### config.mk
export PLATFORM = sky130hd
export DESIGN_NAME = axi_write_slave
export DESIGN_NICKNAME = d
export VERILOG_FILES = /design/src/rtl/axi_pkg.sv /design/src/rtl/axi_burst_addr_gen.sv /design/src/rtl/axi_write_slave.sv
export SDC_FILE = /design/constraint.sdc
export NUM_CORES = 1
export LEC_CHECK = 0
export BUFFER_PORTS_ARGS = -buffer_cell sky130_fd_sc_hd__buf_4
export CORE_MARGIN = 3
export CORE_UTILIZATION = 54
export DETAILED_ROUTE_END_ITERATION = 12
export PLACE_DENSITY_LB_ADDON = 0.25
export SETUP_SLACK_MARGIN = 0.5
export SYNTH_ARGS = -nofsm -noshare
export SYNTH_HDL_FRONTEND = slang
export SYNTH_SLANG_ARGS = --single-unit
export TNS_END_PERCENT = 1
### constraint.sdc
create_clock -name clk -period 6.5 [get_ports clk]
set_clock_uncertainty 0.15 [all_clocks]
set_input_delay 0.975 -clock clk [delete_from_list [all_inputs] [get_ports clk]]
set_output_delay 0.975 -clock clk [all_outputs]
set_load 0.01 [all_outputs]
### src/rtl/axi_pkg.sv
// ---------------------------------------------------------------------------
// axi_pkg
// Shared AXI4 definitions for the write responder and its address generator:
// burst-type and response encodings, the responder state enum, the 4KB page
// geometry and a helper that says whether a WRAP length is legal.
// No ports (package).
// ---------------------------------------------------------------------------
package axi_pkg;

   localparam logic [1:0] BURST_FIXED = 2'd0;
   localparam logic [1:0] BURST_INCR  = 2'd1;
   localparam logic [1:0] BURST_WRAP  = 2'd2;

   localparam logic [1:0] RESP_OKAY   = 2'd0;
   localparam logic [1:0] RESP_EXOKAY = 2'd1;
   localparam logic [1:0] RESP_SLVERR = 2'd2;
   localparam logic [1:0] RESP_DECERR = 2'd3;

   localparam int PAGE_SHIFT = 12;
   localparam int PAGE_BYTES = 1 << PAGE_SHIFT;

   typedef enum logic [1:0] {
      IDLE = 2'd0,
      DATA = 2'd1,
      RESP = 2'd2
   } wslv_state_t;

   // WRAP bursts are only defined for 2, 4, 8 or 16 beats.
   function automatic logic wrap_len_legal(input logic [7:0] len);
      return (len == 8'd1) || (len == 8'd3) || (len == 8'd7) || (len == 8'd15);
   endfunction

endpackage

### src/rtl/axi_burst_addr_gen.sv
// ---------------------------------------------------------------------------
// axi_burst_addr_gen
// Purely combinational AXI4 next-beat address calculator, shared with any
// future read responder.
// Ports:
//   addr      in   current beat address
//   len       in   burst length minus one
//   size      in   log2 bytes per beat
//   burst     in   burst type (FIXED/INCR/WRAP, reserved treated as INCR)
//   next_addr out  address of the following beat (modulo 2^AW)
//   wrap_ok   out  len is a legal WRAP length
// An illegal-length WRAP advances like INCR so callers need no special case.
// ---------------------------------------------------------------------------
module axi_burst_addr_gen
   import axi_pkg::*;
#(
   parameter int AW = 32
) (
   input  logic [AW-1:0] addr,
   input  logic [7:0]    len,
   input  logic [2:0]    size,
   input  logic [1:0]    burst,
   output logic [AW-1:0] next_addr,
   output logic          wrap_ok
);

   logic [AW-1:0] step;
   logic [AW-1:0] incr_addr;
   logic [AW-1:0] wrap_mask;

   // The wrap window is (len+1)<<size bytes and naturally aligned, so the
   // high bits come from the current address and the low bits from the
   // incremented address.
   always_comb begin
      step      = AW'(1) << size;
      incr_addr = addr + step;
      wrap_mask = ((AW'(len) + AW'(1)) << size) - AW'(1);
      wrap_ok   = wrap_len_legal(len);
      case (burst)
         BURST_FIXED: next_addr = addr;
         BURST_WRAP:  next_addr = wrap_ok ? ((addr & ~wrap_mask) | (incr_addr & wrap_mask))
                                          : incr_addr;
         default:     next_addr = incr_addr;
      endcase
   end

endmodule

### src/rtl/axi_write_slave.sv
// ---------------------------------------------------------------------------
// axi_write_slave
// AXI4 write-channel responder: accepts one AW burst at a time, absorbs its
// W beats, presents each beat on a single-cycle memory write port and
// returns one B response per burst.
// Ports:
//   clk, reset                 clock, asynchronous active-high reset
//   axi_aw*                    write address channel (addr/len/size/burst)
//   axi_w*                     write data channel (data/strb/last)
//   axi_b*                     write response channel
//   mem_we/addr/wdata/wstrb    registered one-cycle memory write per beat
// Optional build macro AXI_WSLV_RANGE_CHECK_EN: decode AW addresses against
// [BASE_ADDR, BASE_ADDR+MEM_BYTES), answer DECERR with writes suppressed for
// out-of-range bursts, and present mem_addr relative to BASE_ADDR.
// ---------------------------------------------------------------------------
module axi_write_slave
   import axi_pkg::*;
#(
   parameter int            AW        = 32,
   parameter int            DW        = 64,
   parameter logic [AW-1:0] BASE_ADDR = 32'h0000_0000,
   parameter logic [AW-1:0] MEM_BYTES = 32'h0001_0000
) (
   input  logic            clk,
   input  logic            reset,
   input  logic [AW-1:0]   axi_awaddr,
   input  logic [7:0]      axi_awlen,
   input  logic [2:0]      axi_awsize,
   input  logic [1:0]      axi_awburst,
   input  logic            axi_awvalid,
   output logic            axi_awready,
   input  logic [DW-1:0]   axi_wdata,
   input  logic [DW/8-1:0] axi_wstrb,
   input  logic            axi_wlast,
   input  logic            axi_wvalid,
   output logic            axi_wready,
   output logic [1:0]      axi_bresp,
   output logic            axi_bvalid,
   input  logic            axi_bready,
   output logic            mem_we,
   output logic [AW-1:0]   mem_addr,
   output logic [DW-1:0]   mem_wdata,
   output logic [DW/8-1:0] mem_wstrb
);

   localparam logic [2:0] MAX_SIZE = 3'($clog2(DW/8));

   wslv_state_t   state_q, state_d;
   logic          awready_d, wready_d, bvalid_d;
   logic [1:0]    bresp_d;

   logic [AW-1:0] addr_q;
   logic [7:0]    len_q;
   logic [2:0]    size_q;
   logic [1:0]    burst_q;
   logic [7:0]    beat_cnt;
   logic          err_q;
   logic          dec_err_q;
   logic          suppress_q;

   logic          aw_fire, w_fire, last_beat;
   logic          aw_reserved, aw_bad_wrap, aw_too_wide, aw_out_of_range;
   logic [1:0]    aw_burst_eff;
   logic [AW-1:0] next_addr;
   logic          wrap_ok;
   logic          eff_incr, page_cross, beat_err;
   logic [AW-1:0] beat_mem_addr;

   axi_burst_addr_gen #(.AW(AW)) u_addr_gen (
      .addr      (addr_q),
      .len       (len_q),
      .size      (size_q),
      .burst     (burst_q),
      .next_addr (next_addr),
      .wrap_ok   (wrap_ok)
   );

   assign aw_fire   = axi_awvalid & axi_awready;
   assign w_fire    = axi_wvalid & axi_wready;
   assign last_beat = (beat_cnt == len_q);

   // Burst classification at AW time. Reserved bursts are latched as INCR;
   // an illegal WRAP is latched as WRAP and the generator advances it as INCR.
   always_comb begin
      aw_reserved  = (axi_awburst == 2'd3);
      aw_bad_wrap  = (axi_awburst == BURST_WRAP) && !wrap_len_legal(axi_awlen);
      aw_too_wide  = (axi_awsize > MAX_SIZE);
      aw_burst_eff = aw_reserved ? BURST_INCR : axi_awburst;
   end

`ifdef AXI_WSLV_RANGE_CHECK_EN
   // Subtract before comparing so a region ending at 2^AW cannot overflow.
   assign aw_out_of_range = (axi_awaddr < BASE_ADDR) || ((axi_awaddr - BASE_ADDR) >= MEM_BYTES);
   assign beat_mem_addr   = addr_q - BASE_ADDR;
`else
   logic unused_range_cfg;
   assign unused_range_cfg = ^{BASE_ADDR, MEM_BYTES};
   assign aw_out_of_range  = 1'b0;
   assign beat_mem_addr    = addr_q;
`endif

   // A 4KB crossing only matters when another beat follows in the new page.
   always_comb begin
      eff_incr   = (burst_q == BURST_INCR) || ((burst_q == BURST_WRAP) && !wrap_ok);
      page_cross = eff_incr && !last_beat &&
                   (next_addr[AW-1:PAGE_SHIFT] != addr_q[AW-1:PAGE_SHIFT]);
      beat_err   = (axi_wlast != last_beat) || page_cross;
   end

   // FSM state and the registered handshake outputs.
   always_ff @(posedge clk or posedge reset) begin
      if (reset) begin
         state_q     <= IDLE;
         axi_awready <= 1'b0;
         axi_wready  <= 1'b0;
         axi_bvalid  <= 1'b0;
         axi_bresp   <= RESP_OKAY;
      end else begin
         state_q     <= state_d;
         axi_awready <= awready_d;
         axi_wready  <= wready_d;
         axi_bvalid  <= bvalid_d;
         axi_bresp   <= bresp_d;
      end
   end

   // Next state and next handshake outputs. The response is resolved on the
   // final beat so it already includes that beat's own error.
   always_comb begin
      state_d   = state_q;
      awready_d = 1'b0;
      wready_d  = 1'b0;
      bvalid_d  = 1'b0;
      bresp_d   = axi_bresp;
      case (state_q)
         IDLE: begin
            if (aw_fire) begin
               state_d  = DATA;
               wready_d = 1'b1;
            end else begin
               awready_d = 1'b1;
            end
         end
         DATA: begin
            if (w_fire && last_beat) begin
               state_d  = RESP;
               bvalid_d = 1'b1;
               if (dec_err_q)
                  bresp_d = RESP_DECERR;
               else if (err_q || beat_err)
                  bresp_d = RESP_SLVERR;
               else
                  bresp_d = RESP_OKAY;
            end else begin
               wready_d = 1'b1;
            end
         end
         RESP: begin
            if (axi_bready) begin
               state_d   = IDLE;
               awready_d = 1'b1;
               bresp_d   = RESP_OKAY;
            end else begin
               bvalid_d = 1'b1;
            end
         end
         default: state_d = IDLE;
      endcase
   end

   // Burst context, beat counter, sticky errors and the memory write port.
   always_ff @(posedge clk or posedge reset) begin
      if (reset) begin
         addr_q     <= '0;
         len_q      <= '0;
         size_q     <= '0;
         burst_q    <= BURST_INCR;
         beat_cnt   <= '0;
         err_q      <= 1'b0;
         dec_err_q  <= 1'b0;
         suppress_q <= 1'b0;
         mem_we     <= 1'b0;
         mem_addr   <= '0;
         mem_wdata  <= '0;
         mem_wstrb  <= '0;
      end else begin
         mem_we <= 1'b0;
         if (aw_fire) begin
            addr_q     <= axi_awaddr;
            len_q      <= axi_awlen;
            size_q     <= axi_awsize;
            burst_q    <= aw_burst_eff;
            beat_cnt   <= '0;
            err_q      <= aw_reserved || aw_bad_wrap || aw_too_wide;
            dec_err_q  <= aw_out_of_range;
            suppress_q <= aw_too_wide || aw_out_of_range;
         end
         if (w_fire) begin
            mem_we    <= !suppress_q;
            mem_addr  <= beat_mem_addr;
            mem_wdata <= axi_wdata;
            mem_wstrb <= axi_wstrb;
            addr_q    <= next_addr;
            beat_cnt  <= beat_cnt + 8'd1;
            err_q     <= err_q || beat_err;
         end
      end
   end

endmodule

==> flow_summary.ini, run 1 <==
[layout]
multiInputGateArea_um2 = 4860
final_nets = 1464
seq_area_um2 = 4160
fillerInstances = 1339
syn2layout_area_growth_pct = 25.5
drive_above_1_share_pct = 22.7
antenna-diode-count = 0
finish.instance_area_um2 = 11800

[placed_design]
pre_cts_ws_ps = 2340
gp_congestion = 0.969
placed_area_um2 = 11200
dp_hpwl_mm = 19.7
portBuffers = 231

[cts]
cts_buffers = 17
htreeDepth = 4
cts_tree = done
cts_root_buffer = clkbuf_16
cts_sinks = 166
clkTransAtPathRegs_ps = 70
insertion_delay_ps = 430
clock_path_buffers = 2
cts_resized = 0
ctsHoldBuffers = 0
cts_setup_buffers = 0

[job]
cap_violations = 0

[floorplanning]
dieArea_um2 = 19000
start_util_pct = 55.9
die_x_um = 138
die_h_um = 138
pin_count = 233
core_um2 = 16800
num_rows = 47

[sta]
whs_ps = 279
fin_setup_tns_ps = 0
hold_viol = 0
period_minus_slack_ps = 4290
tightest_slew_ps = 1270
maxSlewViolCount = 0
period_share_pct = 66.0
slew_headroom_pct = 15.5
setup_violations = 0
max_freq_ghz = 0.233
rsz0062_at_grt = no
fin_ws_ps = 2210

[hold_path]
hold_path_class = reg -> reg
hold_depth = 1
min_delay_worst_endpoint = mem_we
hold_start = suppress_q

[logic_synthesis]
synth_cells = 1131
ys_ff_latch = 166
yosysTopAreaCellShare_pct = 43.9
yosys.area.top_type = dfrtp_1
ys_types = 87
syn_area_per_cell_um2 = 8.32
synth_area_leaders = dfrtp_1, nand2_1, o21ai_0, a21oi_1, ha_1
synth-edff-count = 0
synth_warnings = 0
ys_async_sr_fraction_pct = 100
synth_nets = 1271
synth-seq-area-share_pct = 44.2
yosys_most_used_dff = dfrtp_1
synthesis.area_um2 = 9410

[setup_path]
arrival_ps = 4490
r2r_slack_ps = 2210
crit_path_end_kind = flop
startpoint_type = flop
r2r_end = addr_q[15]
crit_type = reg -> reg
reg2reg_depth = 14
critPathMaxFanout = 17
cp_data_required_time_ps = 6710
reg2reg_from = len_q[0]

[global_route]
grt_overflow = 0
grt_usage_pct = 28.4
antenna_found_initial = 0
grt_pass1_wl_mm = 43.2
grt_pass1_vias = 8431
grt_max_degree = 116

[drt]
routed_wl_mm = 27.7
vias_per_cell = 5.86
drc = 0
wl_per_cell_um = 17.8
drtIter0Drc = 963
final_antenna_net_count = 0
num_vias = 9117
drt-pass1-iter-count = 5

[power_and_ir_drop]
power_density_nw_per_um2 = 506
total_power_mw = 5.97
leakage_nw = 5.80
ir_drop_v = 0.000235

[status]
outcome = finished, final reports clean
## cells in the final DEF, fill, tap and decap left out, drive strengths merged, types with 6 or more instances in the layout
cell    instances
nand2         383
buf           239
dfrtp         165
o21ai          60
nor2           55
a21oi          43
inv            31
nand3          30
and3           24
clkbuf         18
xnor2          18
nor3           17
o22ai          16
ha             16
mux2i          14
nand4          13
nor2b          11
o21a           10
a21o            9
a31oi           9
a211oi          9
nor4            9
nand2b          8
o31ai           7
or3             6
o221ai          6
o211ai          6
and2            6
## power breakdown
group,internal [mW],switching [mW]
Sequential,1.50,0.503
Clock,0.616,0.442
Combinational,1.24,1.67
Total,3.35,2.62
## layer usage
layer,GRT usage [%],up-vias,share of wire (%)
li1,-,4301,-
met1,40.2,4317,42
met2,43.8,453,46
met3,6.97,46,9.7
met4,8.23,0,2.0
met5,0,-,0
## sequential cells by signal (all words and copies together) (netlist names)
name         flops
axi_bvalid       1
err_q            1
mem_wdata       64
mem_addr        32
axi_wready       1
beat_cnt         8
suppress_q       1
axi_awready      1
mem_we           1
addr_q          32
size_q           3
mem_wstrb        8
len_q            8
burst_q          2
state_q          2
axi_bresp        1
## worst max-delay path, cell delays in order (launching register included)
cell and delay (ps):
dfrtp_1 590, ha_1 630, nand2_1 120, o31ai_1 360, a311oi_1 160, a221oi_2 370, nand3_2 180, or4_4 510
a211oi_1 260, ha_1 270, nand2_1 70, nand4_1 170, a21oi_1 220, nor2_1 60, nor2_1 100
## cell families (layout without fill, tap and decap cells)
logic type	after synthesis	in the layout	synth area share [%]
simple gates	583	583	27.6
buf+inv	91	297	4.22
mux	17	17	1.85
xor+xnor	23	23	2.42
fa+ha+maj	17	17	2.34
other cells	1	1	0.0399
flops	166	166	44.2
compound gates	233	233	17.4
## per-stage QoR
| stage | util (%) | std cells |
|---|---|---|
| 6_report | 70.2 | 1557 |
| 5_1_grt | 70.2 | 1557 |
| 4_1_cts | 70.2 | 1557 |
| 3_5_place_dp | 66.5 | 1525 |
| 3_3_place_gp | 66.5 | 1525 |
| 2_1_floorplan | - | 1131 |
## worst max path at each step
stage,from,endpoint,slack [ps],cells after the start
after floorplan,reset,addr_q[0],890,1
after global placement,len_q[0],addr_q[15],2540,14
after detailed placement,len_q[0],err_q,2340,14
after CTS,len_q[0],err_q,2310,14
after global routing,len_q[0],addr_q[15],1970,14
final,len_q[0],addr_q[15],2210,14
## layout make-up
| class | count | area share (%) |
|---|---|---|
| multi-input cells | 874 | 41.2 |
| flip-flops and latches | 166 | 35.2 |
| repair buffers | 239 | 15.2 |
| clock buffers | 18 | 3.63 |
| well taps | 220 | 2.33 |
| clock inverters | 14 | 1.59 |
| inverters | 26 | 0.869 |
## synth_stat cells (all sizes together) (4+ instances only)
cell type    n
a31oi        9
o211ai       6
ha          16
or3          6
o31ai        7
a221o        5
nor2        55
a211oi       9
o221ai       6
xor2         5
nor4         9
and3        24
nand4       13
inv         25
nor2b       11
clkbuf      36
o21ai       60
mux2i       14
dfrtp      165
nand2      383
a21o         9
a311oi       5
o22ai       16
xnor2       18
buf         29
a222oi       5
o32ai        5
or4          4
a21oi       43
nand2b       8
and2         6
o21a        10
nor3        17
o31a         4
nand3       30
(Power assumes the default switching activity.)
==> inputs of run 2 (changes only) <==
--- a/config.mk
+++ b/config.mk
@@ -7,7 +7,7 @@
 export LEC_CHECK = 0
 export BUFFER_PORTS_ARGS = -buffer_cell sky130_fd_sc_hd__buf_4
 export CORE_MARGIN = 3
-export CORE_UTILIZATION = 54
+export CORE_UTILIZATION = 49
 export DETAILED_ROUTE_END_ITERATION = 12
 export PLACE_DENSITY_LB_ADDON = 0.25
 export SETUP_SLACK_MARGIN = 0.5
==> constraint.sdc (replaced) <==
create_clock -name clk -period 3.6 [get_ports clk]
set_clock_uncertainty 0.15 [all_clocks]
set_input_delay 0.54 -clock clk [delete_from_list [all_inputs] [get_ports clk]]
set_output_delay 0.54 -clock clk [all_outputs]
set_load 0.01 [all_outputs]
==> flow_summary.ini, run 2 (same netlist as run 1, synthesis figures left out) <==
[status]
outcome = finished, final reports clean

[cts]
cts_root_buffer = clkbuf_16
cts_tree = done
clkTransAtPathRegs_ps = 80
cts_sinks = 166
clock_path_buffers = 2
insertion_delay_ps = 440
cts_buffers = 17
ctsHoldBuffers = 0
htreeDepth = 4

[power_and_ir_drop]
ir_drop_v = 0.000455
pwr-share-comb_pct = 53.5
switching_share_pct = 43.8
power_density_nw_per_um2 = 914
p_int_mw = 6.52
total_power_mw = 11.6
clockPowerShare_pct = 16.3
power_switching_mw = 5.08
power.share.sequential_pct = 30.2
leakage_nw = 6.24

[drt]
drt-pass1-iter-count = 5
num_vias = 9347
vias_per_cell = 5.64
drc = 0
wl_per_cell_um = 17.8
final_antenna_net_count = 0
routed_wl_mm = 29.6
drtIter0Drc = 771

[hold_path]
min_delay_worst_endpoint = mem_wdata[10]
hold_path_class = in -> reg
hold_start = axi_wdata[10]
hold_depth = 3

[sta]
slew_headroom_pct = 26.2
fin_ws_ps = 214
tightest_slew_ps = 1110
maxSlewViolCount = 0
period_minus_slack_ps = 3390
max_freq_ghz = 0.295
rsz0062_at_grt = yes
period_share_pct = 94.0
fin_setup_tns_ps = 0
setup_violations = 0
hold_viol = 0

[setup_path]
r2r_end = err_q
startpoint_type = flop
critPathMaxFanout = 6
arrival_ps = 3600
crit_type = reg -> reg
crit_path_end_kind = flop
critPathLaunch = len_q[1]
reg2reg_depth = 15
cp_data_required_time_ps = 3810
r2r_slack_ps = 210
reg2reg_from = len_q[1]

[layout]
seq_area_um2 = 4160
reg_top3 = mem_wdata x64, addr_q x32, mem_addr x32
final_nets = 1551
syn2layout_area_growth_pct = 34.9
largest_reg_flops = 64
finish.instance_area_um2 = 12700
drive_above_1_share_pct = 29.2
antenna-diode-count = 0
multiInputGateArea_um2 = 5000
final_cell_mix = nand2_1, buf_4, dfrtp_1
post-route-util_pct = 67.6
fillerInstances = 1535
final_common_cell = nand2_1
top_register = mem_wdata

[floorplanning]
die_x_um = 145
start_util_pct = 50.1
dieArea_um2 = 20900
die_h_um = 145
num_rows = 50
core_um2 = 18800
pin_count = 233

[global_route]
grt_usage_pct = 27.6
grt_pass1_vias = 8782
antenna_found_initial = 0
grt_overflow = 0
grt_max_degree = 91
grt_pass1_wl_mm = 45.9

[placed_design]
gp_congestion = 0.924
dp_hpwl_mm = 21.6
pre_cts_ws_ps = 43.2
portBuffers = 231
placed_area_um2 = 11800

[job]
cap_violations = 0
## run 2: layout make-up
type                       count  area share [%]
multi-input combinational    874            39.4
sequential                   166            32.8
timing repair buffer         326            19.8
clock buffer                  17            3.35
tap                          234            2.31
clock inverter                15            1.55
inverter                      26           0.799
## run 2: worst max-delay path, stage by stage, from the launching register on
cell,delay [ps]
dfrtp_1,420
ha_4,200
buf_4,130
nand4_1,100
o22a_1,200
o22ai_1,130
and2_1,210
o21a_1,190
or4_4,550
a211oi_2,190
ha_1,260
nand2_1,60
nand4_1,170
nand4_1,120
a21oi_1,50
a31oi_1,170
## run 2: timing repair
item | 4_1_cts | 5_1_grt
setup endpoints to repair | 29 | 29
pin swaps | 20 | 1
resized for setup | 32 | 6
hold endpoints to repair | 0 | 0
setup buffers | 14 | 0
## run 2: routing by layer
metal,part of all wire (%),vias up,global-route usage (%)
li1,-,4487,-
met1,44,4438,39.5
met2,47,380,43.7
met3,7.3,42,4.96
met4,1.7,0,7.22
met5,0,-,0
## run 2: metrics by stage
| step | std cells | hold WS [ps] |
|---|---|---|
| 2_1_floorplan | 1131 | 253 |
| 5_1_grt | 1658 | 127 |
| 3_5_place_dp | 1612 | 271 |
| 6_report | 1658 | 127 |
| 4_1_cts | 1658 | 121 |
| 3_3_place_gp | 1612 | 265 |
## run 2: worst max-delay path by stage
stage	cells past startpoint	to	slack [ps]
floorplan	15	err_q	180
global placement	14	err_q	110
detailed placement	14	err_q	40
CTS	15	err_q	280
global route	15	err_q	10
finish	15	err_q	210
## run 2: power by group through the flow
stage	Combinational (mW)	Sequential [mW]	Clock, mW
2_1_floorplan	3.37	3.50	0
3_3_place_gp	5.79	3.47	0
3_5_place_dp	5.87	3.51	0
4_1_cts	6.15	3.48	1.91
5_1_grt	6.83	3.62	1.98
6_report	6.21	3.50	1.89
